### config.mk
export PLATFORM = sky130hd
export DESIGN_NAME = ohr_mod7_encoder
export DESIGN_NICKNAME = d
export VERILOG_FILES = /design/src/rtl/ohr_mod7_encoder.sv
export SDC_FILE = /design/constraint.sdc
export NUM_CORES = 1
export LEC_CHECK = 0
export ABC_AREA = 1
export CORE_ASPECT_RATIO = 0.75
export CORE_UTILIZATION = 45
export DETAILED_ROUTE_END_ITERATION = 10
export GPL_TIMING_DRIVEN = 0
export PLACE_DENSITY = 0.7
export SLEW_MARGIN = 20
export SYNTH_ARGS = -nofsm -noshare
export SYNTH_HDL_FRONTEND = slang
export SYNTH_SLANG_ARGS = --single-unit
### constraint.sdc
create_clock -name clk -period 1.38 [get_ports clk]
set_input_delay 0.138 -clock clk [delete_from_list [all_inputs] [get_ports clk]]
set_output_delay 0.138 -clock clk [all_outputs]
set_load 0.005 [all_outputs]
### src/rtl/ohr_mod7_encoder.sv
// Binary to one-hot mod-7 residue encoder, one 3-bit group per cycle (8 == 1 mod 7).
// Latency: operand captured at edge T, out_valid high after edge T+ceil(W/3); one operand in flight.
// Backpressure: in_ready low while converting or holding a result; result held until out_ready.
module ohr_mod7_encoder #(
    parameter int W = 16
) (
    input  logic         clk,
    input  logic         rst,
    input  logic         in_valid,
    output logic         in_ready,
    input  logic [W-1:0] in_bin,
    output logic         out_valid,
    input  logic         out_ready,
    output logic [6:0]   out_res,
    output logic         busy
);

    // Number of 3-bit groups; the top group is zero-padded when W is not a multiple of 3.
    localparam int NG = (W + 2) / 3;
    // Counter width; NG can be 1 when W=3, which still needs a one-bit counter.
    localparam int CW = (NG > 1) ? $clog2(NG) : 1;
    localparam logic [CW-1:0] LAST_GRP = CW'(NG - 1);
    // One-hot encoding of residue 0, the starting point of every conversion.
    localparam logic [6:0] ACC_ONE = 7'b0000001;

    typedef enum logic [1:0] {
        S_IDLE = 2'd0,
        S_CONV = 2'd1,
        S_DONE = 2'd2
    } state_t;

    state_t        state_q;
    logic [W-1:0]  shreg_q;
    logic [W-1:0]  shreg_d;
    logic [6:0]    acc_q;
    logic [6:0]    acc_d;
    logic [CW-1:0] cnt_q;
    logic [CW-1:0] cnt_d;
    logic [2:0]    grp;
    logic          in_ready_q;
    logic          out_valid_q;
    logic          busy_q;
    logic [6:0]    out_res_q;

    // Rotate a one-hot residue left by g (mod 7). g=7 is a full turn and leaves it unchanged.
    // Doubling the word makes the wrap-around fall out of a plain shift.
    function automatic logic [6:0] rotl7(input logic [6:0] v, input logic [2:0] g);
        logic [13:0] dbl;
        logic [13:0] sh;
        dbl = {v, v};
        sh  = dbl << g;
        if (g == 3'd7) begin
            return v;
        end
        return sh[13:7];
    endfunction

    // Datapath next values for one conversion step: fold the low group, drop it, count it.
    always_comb begin
        grp     = shreg_q[2:0];
        acc_d   = rotl7(acc_q, grp);
        shreg_d = shreg_q >> 3;
        cnt_d   = cnt_q + 1'b1;
    end

    // Control FSM with registered handshake outputs; reset wins over any handshake.
    always_ff @(posedge clk) begin
        if (rst) begin
            state_q     <= S_IDLE;
            shreg_q     <= '0;
            acc_q       <= ACC_ONE;
            cnt_q       <= '0;
            in_ready_q  <= 1'b1;
            out_valid_q <= 1'b0;
            busy_q      <= 1'b0;
            out_res_q   <= 7'b0000000;
        end else begin
            case (state_q)
                S_IDLE: begin
                    if (in_valid) begin
                        shreg_q    <= in_bin;
                        acc_q      <= ACC_ONE;
                        cnt_q      <= '0;
                        state_q    <= S_CONV;
                        in_ready_q <= 1'b0;
                        busy_q     <= 1'b1;
                    end
                end
                S_CONV: begin
                    acc_q   <= acc_d;
                    shreg_q <= shreg_d;
                    cnt_q   <= cnt_d;
                    if (cnt_q == LAST_GRP) begin
                        state_q     <= S_DONE;
                        busy_q      <= 1'b0;
                        out_valid_q <= 1'b1;
                        out_res_q   <= acc_d;
                    end
                end
                S_DONE: begin
                    if (out_ready) begin
                        state_q     <= S_IDLE;
                        out_valid_q <= 1'b0;
                        out_res_q   <= 7'b0000000;
                        in_ready_q  <= 1'b1;
                    end
                end
                default: begin
                    state_q     <= S_IDLE;
                    acc_q       <= ACC_ONE;
                    in_ready_q  <= 1'b1;
                    out_valid_q <= 1'b0;
                    busy_q      <= 1'b0;
                    out_res_q   <= 7'b0000000;
                end
            endcase
        end
    end

    assign in_ready  = in_ready_q;
    assign out_valid = out_valid_q;
    assign busy      = busy_q;
    assign out_res   = out_res_q;

endmodule

* Yosys cells after proc, flatten, opt, wreduce, memory -nomap -nowiden
Index checks and enable logic that the tools add are counted.
** Storage, ports and cells
- Logic and storage cells :: 53
- Bits in registers :: 38
- Input port bits :: 20
- Output and inout port bits :: 10
** Cells by class
- Shift-type cells :: 1
- Reductions and logical operators :: 8
- Muxes and demuxes :: 25
- Add/sub/neg operators :: 1
- Equal/unequal tests :: 7
- Bitwise logic cells :: 3
** Operators with widths (number)
- 7-bit one-hot mux with 3 select lines :: 2
- 7-bit 2-to-1 mux :: 5
- 16-bit one-hot mux with 2 select lines :: 1
- 16-bit 2-to-1 mux :: 1
- 14-bit by 3-bit left shift with 14-bit output :: 1
- 3-bit AND reduction :: 4
- 1-bit one-hot mux with 3 select lines :: 3
- 1-bit 2-to-1 mux :: 7
- 3-bit equality test, second input constant :: 2
- 2-bit 2-to-1 mux :: 3
- 2-bit != test, second input constant :: 3
- 2-bit one-hot mux with 3 select lines :: 1
- 3-bit one-hot mux with 2 select lines :: 1
- 2-bit AND reduction :: 2
- 3-bit by 1-bit adder with 3-bit output, second input constant :: 1
- 3-bit 2-to-1 mux :: 1
- 1-bit inverter :: 3
- 2-bit by 1-bit equality test with 1-bit output, second input constant :: 1
- 2-bit equality test, second input constant :: 1
- 2-bit logical NOT :: 1
- 2-bit nonzero test :: 1

* Depth between registers and ports, before layout
Gate-level depths: netlist of the first run.
- Depth after elaboration :: 5
- Depth in mapped cells :: 9
- Mapped depth without buffers :: 9

* Worst setup path after synthesis of the first run
Ideal clock, no wire load.
- Path type :: reg2reg
- Start :: register cnt_q[0]
- End :: register out_res_q[0] (netlist: out_res[0])
- Buffers on the path :: 0
- Path slack :: 0.176 ns
- Data arrival time :: 1.071 ns
- Clock period less this slack :: 1.204 ns
- Data required time :: 1.248 ns
- Stages on the path, launching flop included :: 9
- Library setup time :: 0.132 ns
- Cells stage by stage :: dfxtp_1 -> ha_1 -> nand2_1 -> nand2_2 -> nand2_1 -> nor2_1 -> clkinv_1 -> nand2_1 -> a21oi_1
** On the way
- Longest elaborated chain between the ends :: 3
** Ends and longest elaborated chain
- from (decl) :: line 37 : logic [CW-1:0] cnt_q;
- from (signal assigned) :: line 92 : cnt_q <= cnt_d;
- 3-bit equality test :: line 93 : if (cnt_q == LAST_GRP) begin
- 2-bit != test (no source line)
- 3-bit AND reduction (no source line)
- to (signal assigned) :: line 97 : out_res_q <= acc_d;
- to (signal assigned) :: line 104 : out_res_q <= 7'b0000000;
- to (signal assigned) :: line 114 : out_res_q <= 7'b0000000;
- to (decl) :: line 43 : logic [6:0] out_res_q;
No other way between the ends.
A chain may end at the register's enable or synchronous reset.

* Worst setup path in the final report of the first run
- Start :: register state_q[1]
- End :: register out_res_q[5] (netlist: out_res[5])
** On the way
- Longest elaborated chain between the ends :: 3
- Elaborated cells on any way between the ends :: 8
- Those cells by class :: eq/ne (4); mux (1); bitwise (1); reduce/logical (2)
** Ends and longest elaborated chain
- from (decl) :: line 32 : state_t state_q;
- from (signal assigned) :: line 69 : state_q <= S_IDLE;
- from (signal assigned) :: line 84 : state_q <= S_CONV;
- from (signal assigned) :: line 94 : state_q <= S_DONE;
- 2-bit by 1-bit equality test with 1-bit output (tied with other cells) :: line 78 : case (state_q)
- 2-bit != test (no source line) or 1-bit inverter (tied branches)
- 3-bit AND reduction (no source line)
- to (signal assigned) :: line 76 : out_res_q <= 7'b0000000;
- to (signal assigned) :: line 97
- to (signal assigned) :: line 104
Parallel ways exist; a longest one is shown, timed or not.

==> results.txt, run 1 <==
Worst-Skew Late Latency -> 0.30 ns
die width -> 73.4 um
Clock power frac -> 31.7%
Post-Synthesis Cells -> 242
sw frac -> 30.2%
final wirelength -> 4380 um
PortBufs -> 28
ys async rst share -> 0%
Avg Inst Size Synth -> 7.11 sq um
hpwl dp -> 2910 um
Max clock buf depth -> 2
main area contributors after synthesis -> dfxtp_1, nand2_1, nand3_1, a21oi_1, inv_1
main flop type after synthesis -> dfxtp_1
post-placement cell area -> 2070 sq um
list of most frequent post-synthesis cells -> nand2_1, dfxtp_1, nand3_1, a21oi_1, inv_1
initial detailed-routing violation count -> 166
area leader, netlist -> dfxtp_1
Internal Power -> 2000 uW
vias in the first global route -> 1505
clock sink count -> 38
Post-Layout Inst Area -> 2310 sq um
Hold/Removal Path Class -> in -> reg
Final nets -> 305
Sequential Area -> 764 sq um
overall routing resource usage -> 22.4%
Final Non-Filler Cells -> 336
Lkg Pwr -> 0.000920 uW
routed len/inst -> 13.0 um
worst-margin pin slew -> 0.540 ns
Fin Clk Skew -> 0.00749 ns
IO Pins -> 30
first-pass GRT wire length -> 6910 um
die footprint -> 4080 sq um
drc violations -> 0
#FFs+latches synth -> 38
# setup viols final -> 0
vias -> 1770
maximum fanout along the worst path -> 5
via/cell ratio -> 5.27
share of cells above drive strength 1 -> 17.3%
power per cell area -> 1240 nW/um^2
Psw -> 863 uW
initial antenna violation count -> 0
area growth from synthesis to layout -> 34.3%
Final Hold Viols -> 0
Final Critical Period -> 1.33 ns
Inst Count DP -> 322
crit path launch type -> register
Core Area -> 3660 sq um
# diodes -> 0
Synth Net Count -> 264
Die H -> 55.6 um
CP endpoint kind -> register
Sequential Power Share -> 43.9%
Yosys top cell area share -> 44.2%
largest net degree at the start of global routing -> 12
YS warnings -> 0
clk slew on worst S/H paths -> 0.08 ns
count leader, synth -> nand2_1
H-tree depth -> 2
Final Max Tran Viols -> 0
Post-CTS Hold Fix Bufs -> 0
status -> finished clean
number of max-cap violations -> 0
Crit Path Category -> reg -> reg
Gate power share -> 24.3%
CTS tree -> yes
Initial Util -> 47.0%
fillers -> 359
TritonCTS buffer count -> 5
crit path DAT -> 1.50 ns
Root Buffer -> clkbuf_8
max_slew headroom -> 64.0%
GRT Residual Overflow -> 0
library cells used by synthesis -> 24
Pre-Repair DR Iteration Count -> 4
post-route antenna net violation count -> 0
gp weighted congestion -> 0.909
FMAX -> 750 MHz
Post-Syn Area -> 1720 sq um
post-synthesis sequential area ratio -> 44.2%
Site Rows -> 19
Post-synth EDFFs -> 0
Multi-input gate area -> 892 sq um
Critical Path RT -> 1.55 ns
VDD IR max -> 0.813 mV
Tcrit/Tclk final -> 96.6%
[metrics by stage]
stage	power [uW]	TNS (ns)	util (%)	hold slack, ns	setup WS (ns)
global placement	1880	-1.93	56.5	0.448	-0.315
finish	2860	0	63.2	0.220	0.0467
global route	3020	-0.161	63.2	0.227	-0.0323
CTS	2790	0	60.1	0.219	0.0106
floorplan	1660	0	-	0.285	0.176
detailed placement	1880	-1.74	56.5	0.450	-0.285
[cells in the final DEF (no fill, tap or decap), drive strengths merged]
| cell type | n |
|---|---|
| o211ai | 3 |
| clkdlybuf4s50 | 28 |
| nor2 | 5 |
| a31oi | 7 |
| nand2 | 79 |
| nor3 | 1 |
| dfxtp | 38 |
| inv | 15 |
| buf | 14 |
| ha | 2 |
| clkbuf | 13 |
| o22ai | 5 |
| clkinvlp | 1 |
| a22oi | 1 |
| o21ai | 9 |
| nand3 | 33 |
| or2 | 1 |
| a21oi | 28 |
| clkinv | 1 |
[final timing paths]
path,cells after the start,from,slack [ns],end
setup / recovery,6,state_q[1]$_SDFFE_PP0P_,0.05,out_res[5]$_SDFFE_PP0P_
hold / removal,2,rst,0.22,shreg_q[8]$_SDFFE_PP0P_
setup reg to reg,6,state_q[1]$_SDFFE_PP0P_,0.05,out_res[5]$_SDFFE_PP0P_
hold reg to reg,1,cnt_q[0]$_SDFFE_PP0P_,0.45,cnt_q[0]$_SDFFE_PP0P_
[power groups by stage]
stage	sequential (uW)	combinational, uW	clock, uW
after floorplan	1260	401	0
after global placement	1270	615	0
after detailed placement	1270	610	0
after CTS	1240	628	922
after global routing	1270	774	982
final	1260	696	907
[cells by family (layout without fill, tap and decap cells)]
| kind of cell | Yosys count | count (layout) | synth area share (%) |
|---|---|---|---|
| AOI/OAI and AO/OA | 53 | 53 | 17.3 |
| adders and majority gates | 2 | 2 | 1.45 |
| buffers and inverters | 30 | 72 | 7.92 |
| DFF | 38 | 38 | 44.2 |
| and+or+nand+nor | 119 | 119 | 29.1 |
[area by class of cell]
cell class | count | area share [%]
buffer | 12 | 3.19
clock buffer | 8 | 4.76
inverter | 17 | 3.19
multi-input combinational | 174 | 38.6
sequential | 38 | 33.1
tap | 52 | 2.81
timing repair buffer | 35 | 14.4
[state kept, by name, indices dropped and copies added (netlist names)]
signal and flops:
in_ready 1, shreg_q 16, state_q 2, acc_q 7, out_valid 1, busy 1, cnt_q 3, out_res 7
[routing by layer]
layer  global-route usage, %  wire, um  share of wire, %
met1                    35.3      2210                50
met2                    29.6      1830                42
met3                    5.47       258               5.9
met4                    6.59        82               1.9
met5                       0         0                 0
[critical path, cell delays in order (launching register included)]
cell and delay [ns]:
dfxtp_1 0.40, inv_1 0.13, nor3_2 0.28, nor2_4 0.09, buf_4 0.17, nand3_1 0.08
a21oi_1 0.06
[repair_timing]
| action | in CTS | in global routing |
|---|---|---|
| pin swaps | 1 | 7 |
| endpoints found under the setup margin | 6 | 30 |
| setup buffers | 2 | 4 |
| gates cloned | 0 | 1 |
| endpoints found under the hold margin | 0 | 0 |
| resized for setup | 3 | 25 |
Note: power is estimated with default switching activity, not from simulation.
==> run 2: changes to the inputs <==
- clock period: 1.38 -> 1.3 ns (I/O delays scaled with it)
==> run 2 against run 1 <==
Against the previous run:
- the run now ends with negative setup slack left
- non-clock buffer count is 4 higher
- flip-flop and latch count stayed put
- power is 9.6% higher
- setup slack worse by 0.067 ns
- clock-buffer cell count stayed put
- critical path depth is 3 higher
- via count is 1.4% higher
- first-iteration DRC count is 21% lower
- core utilization is 3.8 points higher
==> results.txt, run 2 (same netlist as run 1, synthesis figures left out) <==
Die H -> 55.6 um
Tcrit/Tclk final -> 102%
Reg2Reg Depth -> 9
R2R Path Start -> cnt_q[1]$_SDFFE_PP0P_
initial antenna violation count -> 0
routed len/inst -> 13.4 um
gp weighted congestion -> 0.909
power per cell area -> 1280 nW/um^2
Lkg Pwr -> 0.000984 uW
CP endpoint kind -> register
CP cell instances -> inv_2 > ha_4 > nand2_2 > nand2_2 > nand2_2 > nor2_4 > buf_6 > nand3_2 > a21oi_2
GRT Residual Overflow -> 0
Core Area -> 3660 sq um
setup ws final -> -0.0208 ns
Max clock buf depth -> 2
initial detailed-routing violation count -> 131
Inst Count DP -> 322
Critical path origin -> cnt_q[1]$_SDFFE_PP0P_
Worst path max stage delay -> 0.33 ns
first-pass GRT wire length -> 7080 um
worst-margin pin slew -> 0.566 ns
Crit path max-delay family -> simple AND/OR/NAND/NOR gates
clock sink count -> 38
TritonCTS buffer count -> 5
H-tree depth -> 2
IO Pins -> 30
fillers -> 330
Critical R2R Capture -> out_res[4]$_SDFFE_PP0P_
Final Non-Filler Cells -> 340
final wirelength -> 4550 um
Final nets -> 309
overall routing resource usage -> 22.8%
max_slew headroom -> 62.3%
VDD IR max -> 0.906 mV
Site Rows -> 19
Worst-Skew Late Latency -> 0.30 ns
number of cells on the critical path -> 9
maximum fanout along the worst path -> 5
CTS tree -> yes
slowest CP cell -> dfxtp_2
Critical Path RT -> 1.52 ns
area growth from synthesis to layout -> 42.3%
via/cell ratio -> 5.28
Final Hold Viols -> 0
vias in the first global route -> 1546
pre-CTS setup slack -> -0.357 ns
Pre-Repair DR Iteration Count -> 5
Fin Clk Skew -> 0.00844 ns
Total Power -> 3140 uW
PortBufs -> 28
Largest Register -> shreg_q
post-placement cell area -> 2070 sq um
RSZ-0062 raised after global routing -> true
Setup crit end -> out_res[4]$_SDFFE_PP0P_
Final Critical Period -> 1.32 ns
most frequent cells in the layout -> nand2_1, dfxtp_1, clkdlybuf4s50_1, a21oi_1, nand3_1
Initial Util -> 47.0%
FMAX -> 757 MHz
Crit Path Category -> reg -> reg
hpwl dp -> 2910 um
Critical Path Most Common Cell -> nand2_2
failing checks -> negative setup slack
die width -> 73.4 um
# diodes -> 0
max reg flops -> 16
leading cell type in the layout, fill and taps excluded -> nand2_1
# setup viols final -> 1
share of cells above drive strength 1 -> 24.7%
Post-Layout Inst Area -> 2450 sq um
drc violations -> 0
status -> finished, violations left
vias -> 1794
largest net degree at the start of global routing -> 12
crit path DAT -> 1.54 ns
Final Max Tran Viols -> 0
hold path cells -> 2
clk slew on worst S/H paths -> 0.08 ns
Hold/Removal Path Class -> in -> reg
post-route antenna net violation count -> 0
number of max-cap violations -> 0
Root Buffer -> clkbuf_8
crit path launch type -> register
R2R setup slack -> -0.02 ns
CP Buf/Inv Count -> 2
die footprint -> 4080 sq um
-- run 2: cell type report --
type	count	area, sq um	share of cell area, %
multi-input combinational	174	960	39.2
sequential	38	772	31.5
timing repair buffer	39	382	15.6
clock buffer	8	110	4.49
buffer	12	87.6	3.58
inverter	17	73.8	3.01
tap	52	65.1	2.66
-- run 2: how the worst min path moves through the flow --
stage / startpoint / end / slack (ns)
after detailed placement: cnt_q[2]$_SDFFE_PP0P_ / cnt_q[2]$_SDFFE_PP0P_ / 0.45
after global routing: rst / shreg_q[5]$_SDFFE_PP0P_ / 0.22
final: rst / shreg_q[8]$_SDFFE_PP0P_ / 0.21
after floorplan: in_bin[13] / shreg_q[13]$_SDFFE_PP0P_ / 0.28
after global placement: cnt_q[2]$_SDFFE_PP0P_ / cnt_q[2]$_SDFFE_PP0P_ / 0.45
after CTS: rst / shreg_q[8]$_SDFFE_PP0P_ / 0.21
-- run 2: per-stage QoR --
step	TNS, ns	util [%]	hold WS (ns)
after global placement	-4.10	56.5	0.448
after detailed placement	-3.93	56.5	0.450
final	-0.0208	66.9	0.214
after CTS	-0.0376	61.3	0.211
after global routing	-0.580	66.9	0.219
after floorplan	0	-	0.277
-- run 2: layer usage --
metal	vias up	GRT usage, %	routed length, um
met5	-	0	0
met4	0	6.59	50
met3	6	5.47	268
met2	58	30.6	1990
met1	835	35.7	2240
li1	895	-	-
-- run 2: repair_timing --
item | 4_1_cts | 5_1_grt
setup endpoints to repair | 32 | 33
endpoints found under the hold margin | 0 | 0
pin swaps | 3 | 18
hold buffers | 0 | 0
gates resized for setup | 13 | 42
buffers inserted | 5 | 5
gates cloned | 1 | 0
-- run 2: power by group --
part | switching [uW] | leakage [uW] | internal [uW]
Combinational | 454 | 0.000612 | 370
Sequential | 69.3 | 0.000314 | 1270
Clock | 440 | 0.0000575 | 536
-- run 2: worst reg2reg max path: stages, from the launching register on --
cell     delay (ns)
dfxtp_2        0.33
inv_2          0.07
ha_4           0.13
nand2_2        0.05
nand2_2        0.07
nand2_2        0.07
nor2_4         0.15
buf_6          0.15
nand3_2        0.07
a21oi_2        0.16
==> run 3: changes to the inputs <==
- CAP_MARGIN: not set -> 20
==> results of run 3 <==
No change in the layout: final DEF, timing and power equal those of run 2.
==> edit 1, RTL diff (settings of run 2) <==
The parameter `W` goes from 16 to 8.
--- a/src/rtl/ohr_mod7_encoder.sv
+++ b/src/rtl/ohr_mod7_encoder.sv
@@ -3,5 +3,5 @@
 // Backpressure: in_ready low while converting or holding a result; result held until out_ready.
 module ohr_mod7_encoder #(
-    parameter int W = 16
+    parameter int W = 8
 ) (
     input  logic         clk,
Ports: changed (resized in_bin); port bits go from 30 to 22. The function was not compared with the original's and may differ.
==> edit 1 against run 2 <==
Global-route usage grew 1.9 points. Synthesized area shrank 21%. Clock power grew 1%. Total power shrank 21%. Sequential cell count shrank 9. Setup slack gained 0.053 ns. Cell area shrank 20%. Routed wire length shrank 14%. Critical endpoint is now in_ready. Largest cell class unchanged. Largest power group is now the clock network. Highest routed layer unchanged.
==> edit 1: results (changes against run 2) <==
[synthesis]
syn-mean-instance-area_um2 = 6.88  ; was 7.11 um2
synthMuxAreaShare = 0  ; unchanged
synth_area_leaders = dfxtp_1, nand2_1, nand3_1  ; unchanged
synth_commonest_cells = nand2_1, nand3_1, dfxtp_1, a21oi_1, inv_1  ; was nand2_1, dfxtp_1, nand3_1, a21oi_1, inv_1
synth_cell_types = 22  ; was 24
synthAdderAreaFrac = 0.00923  ; was 0.0145
syn-num-nets = 210  ; was 264
synth-seq-area-share = 0.428  ; was 0.442
synth_compound_area_frac = 0.139  ; was 0.173
dominantRegCellSynth = dfxtp_1  ; unchanged

[place]
dp_worst_setup_slack_ns = -0.137  ; was -0.357 ns
io_buffers = 21  ; was 28
gp_congestion = 0.842  ; was 0.909
placed_area_um2 = 1610  ; was 2070 um2
dpl.hpwl_um = 2680  ; was 2910 um

[routing]
route.met3.wl_um = 210  ; was 268 um
wl_met1_um = 1880  ; was 2240 um
dr_wl_met2_um = 1800  ; was 1990 um
wl_um = 3910  ; was 4550 um
num_vias = 1488  ; was 1794
wl_per_cell_um = 14.1  ; was 13.4 um
first_pass_iters = 4  ; was 5
dr.first_iter.drc_count = 110  ; was 131

[power]
max-vdd-ir-drop_mv = 0.796  ; was 0.906 mV
intPower_mw = 1.80  ; was 2.17 mW
power_leakage_nw = 0.802  ; was 0.984 nW

[setup_path]
crit_path_max_fanout = 2  ; was 5
cpLargestDelayFamily = buffers and inverters  ; was simple AND/OR/NAND/NOR gates
slowest_delay_ns = 0.51  ; was 0.33 ns
cpMaxStageDelayCell = clkdlybuf4s50_1  ; was dfxtp_2
cp_data_arrival_time_ns = 1.14  ; was 1.54 ns

[sta]
worstMarginPinSlew_ns = 0.528  ; was 0.566 ns
skew_ns = 0.00593  ; was 0.00844 ns

[run_status]
status = complete, no violations  ; was finished, violations left

[cells_and_area]
fill_cells = 220  ; was 330
drive_gt1_frac = 0.237  ; was 0.247
largest_reg_flops = 8  ; was 16
nNetsFinal = 253  ; was 309
antenna_cells = 0  ; unchanged

[clock_tree]
ctsLongestPathBuffers = 2  ; unchanged
clock_latency_ns = 0.28  ; was 0.30 ns

[global_route]
grt_pass1_vias = 1329  ; was 1546
grt_pass1_wl_um = 5950  ; was 7080 um
grt_max_degree = 11  ; was 12
grtUsageTotal = 0.247  ; was 0.228

-- edit 1: cell count changes after synthesis, moves of 3 or more --
cell,change
a31oi_1,-6
o211ai_1,-3
a21oi_1,-3
inv_1,-5
nand2_1,-17
dfxtp_1,-9
o21ai_1,+4
o22ai_1,-3
nor2_1,+3
buf_4,-3
-- edit 1: layout make-up --
type,count,area (um2),area share
clock inverters,2,37.5,0.0192
repair buffers,36,334,0.171
well taps,36,45.0,0.0231
clock buffers,6,82.6,0.0423
flip-flops and latches,29,584,0.300
plain buffers,6,42.5,0.0218
inverters,15,68.8,0.0353
repair inverters,1,5.00,0.00257
multi-input cells,146,751,0.385
-- edit 1: worst paths after layout --
check	slack [ns]	start	cells after the start	end
worst max register to register	0.04	state_q[0]$_SDFFE_PP0P_	9	cnt_q[1]$_SDFFE_PP0P_
worst max-delay path	0.03	in_ready$_SDFFE_PP1P_	1	in_ready
worst min register to register	0.44	cnt_q[0]$_SDFFE_PP0P_	1	cnt_q[0]$_SDFFE_PP0P_
worst min-delay path	0.41	in_bin[7]	3	shreg_q[7]$_SDFFE_PP0P_
-- edit 1: what timing repair did --
action | in CTS | in global routing
setup buffers | 1 | 13
pin swaps | 1 | 7
gates resized for setup | 4 | 32
gates cloned | 0 | 2
endpoints found under the setup margin | 16 | 20
-- edit 1: power groups by stage --
stage | Combinational, mW | Clock, mW | Sequential [mW]
3_5_place_dp | 0.408 | 0 | 0.991
2_1_floorplan | 0.268 | 0 | 0.985
5_1_grt | 0.570 | 1.03 | 0.989
4_1_cts | 0.417 | 0.993 | 0.978
3_3_place_gp | 0.400 | 0 | 0.988
6_report | 0.521 | 0.986 | 0.984
-- edit 1: routing by layer --
layer,vias up,GRT usage
li1,739,-
met1,695,0.331
met2,50,0.388
met3,4,0.0764
met4,0,0.0543
met5,-,0
==> edit 2, RTL diff (config.mk and constraints of run 2) <==
Without the edit above. Encoding of `state_t`: now one-hot (3 bits for 3 states).
--- a/src/rtl/ohr_mod7_encoder.sv
+++ b/src/rtl/ohr_mod7_encoder.sv
@@ -24,8 +24,8 @@
     localparam logic [6:0] ACC_ONE = 7'b0000001;
 
-    typedef enum logic [1:0] {
-        S_IDLE = 2'd0,
-        S_CONV = 2'd1,
-        S_DONE = 2'd2
+    typedef enum logic [2:0] {
+        S_IDLE = 3'b001,
+        S_CONV = 3'b010,
+        S_DONE = 3'b100
     } state_t;
 
Check against the original RTL: same outputs for any inputs over 4 cycles, from zero or initial values and one cycle with rst high; so few cycles prove little.
==> edit 2 against run 2 <==
The flow still finishes with violations (negative setup slack). Maximum frequency shrank 0.90%. Cell area grew 8.5%. Clock power grew 23%. Combinational power shrank 11%. Total power grew 4.8%. Hold slack gained 0.032 ns. Critical endpoint is now out_res[5]$_SDFFE_PP0P_. Setup slack lost 0.012 ns. Count of clock-buffer cells in the layout shrank 2. Synthesized area grew 14%. Sequential share of layout area shrank 1.6 points. Via count grew 3.0%. Largest cell class unchanged. Sequential cell count grew 1. Routed wire length grew 5.0%.
==> edit 2: results (changes against run 2) <==
[sta]
final.setup.tns_ns = -0.151  ; was -0.0208 ns
setup_viol = 7  ; was 1
layout_setup_ws_ns = -0.0328  ; was -0.0208 ns
slew-limit-headroom = 0.525  ; was 0.623
skew_ns = 0.00756  ; was 0.00844 ns
fin_hold_ws_ns = 0.246  ; was 0.214 ns

[synthesis]
synth_area_leaders = dfxtp_1, nand2_1, nand3_1  ; unchanged
synth-seq-area-share = 0.399  ; was 0.442
synthCells = 265  ; was 242
synth_cell_types = 27  ; was 24
syn-num-nets = 287  ; was 264
synth_commonest_cells = nand2_1, dfxtp_1, nand3_1, a21oi_1, inv_1  ; unchanged

[global_route]
antenna_found_initial = 0  ; unchanged
grtUsageTotal = 0.214  ; was 0.228
grt_max_degree = 13  ; was 12
grt_util_met2 = 0.350  ; was 0.306
grt_pass1_wl_um = 7690  ; was 7080 um
grt_pass1_vias = 1720  ; was 1546
met3_usage = 0.0492  ; was 0.0547
grt_use_met1 = 0.293  ; was 0.357

[place]
place_inst = 348  ; was 322
dp_worst_setup_slack_ns = -0.101  ; was -0.357 ns
gp_congestion = 0.888  ; was 0.909
placed_area_um2 = 2300  ; was 2070 um2

[run_status]
violations = negative setup slack  ; unchanged
status = finished, violations left  ; unchanged

[clock_tree]
path_clk_slew_ns = 0.08  ; about the same
cts_setup_buffers = 4  ; was 5
cts_resized = 14  ; was 13

[cells_and_area]
syn_to_final_growth_pct = 36.0  ; was 42.3%
drive_gt1_frac = 0.248  ; was 0.247
fill_cells = 368  ; was 330
nNetsFinal = 332  ; was 309

[power]
pg_clk_mw = 1.20  ; was 0.976 mW
power_leakage_nw = 1.11  ; was 0.984 nW
p_switching_mw = 0.891  ; was 0.963 mW
power_frac_comb = 0.224  ; was 0.263
max-vdd-ir-drop_mv = 0.834  ; was 0.906 mV
switching_share = 0.271  ; was 0.307

[setup_path]
setup.worst_path.end = out_res[5]$_SDFFE_PP0P_  ; was out_res[4]$_SDFFE_PP0P_
slowest_delay_ns = 0.34
crit_path_max_fanout = 4  ; was 5
rr_worst_depth = 8  ; was 9

[routing]
route.met3.wl_um = 212  ; was 268 um
wl_um = 4780  ; was 4550 um
drt-vias-per-instance = 5.05  ; was 5.28
wl_met1_um = 2300  ; was 2240 um
dr_wl_met2_um = 2240  ; was 1990 um
dr.first_iter.drc_count = 93  ; was 131
first_pass_iters = 4  ; was 5
num_vias = 1847  ; was 1794

[min_path]
hold_path_end = shreg_q[0]$_SDFFE_PP0P_  ; was shreg_q[8]$_SDFFE_PP0P_
hold_depth = 2  ; unchanged

==> edit 2: cell types whose count changed in the layout (fill, tap and decap cells not counted), sizes merged, moves of 3 or more <==
cell           run 2  this run
nand3             33        37
nor2               5        14
inv               15        29
buf               18        13
o211ai             3         0
o22ai              5         0
a211oi             0         3
nand2             79        86
==> edit 2: area by class of cell <==
class	count	share of cell area
multi-input cells	187	0.400
plain buffers	10	0.0329
flip-flops and latches	39	0.299
clock inverters	2	0.0226
repair buffers	38	0.146
inverters	29	0.0466
well taps	55	0.0259
clock buffers	6	0.0273
==> edit 2: kinds of logic (layout without fill, tap and decap cells) <==
kind of cell / after synthesis / in the layout / share of synthesized area
and+or+nand+nor: 140 / 141 / 0.348
AOI/OAI and AO/OA: 44 / 44 / 0.146
buffers and inverters: 40 / 85 / 0.0935
DFF: 39 / 39 / 0.399
adders and majority gates: 2 / 2 / 0.0128
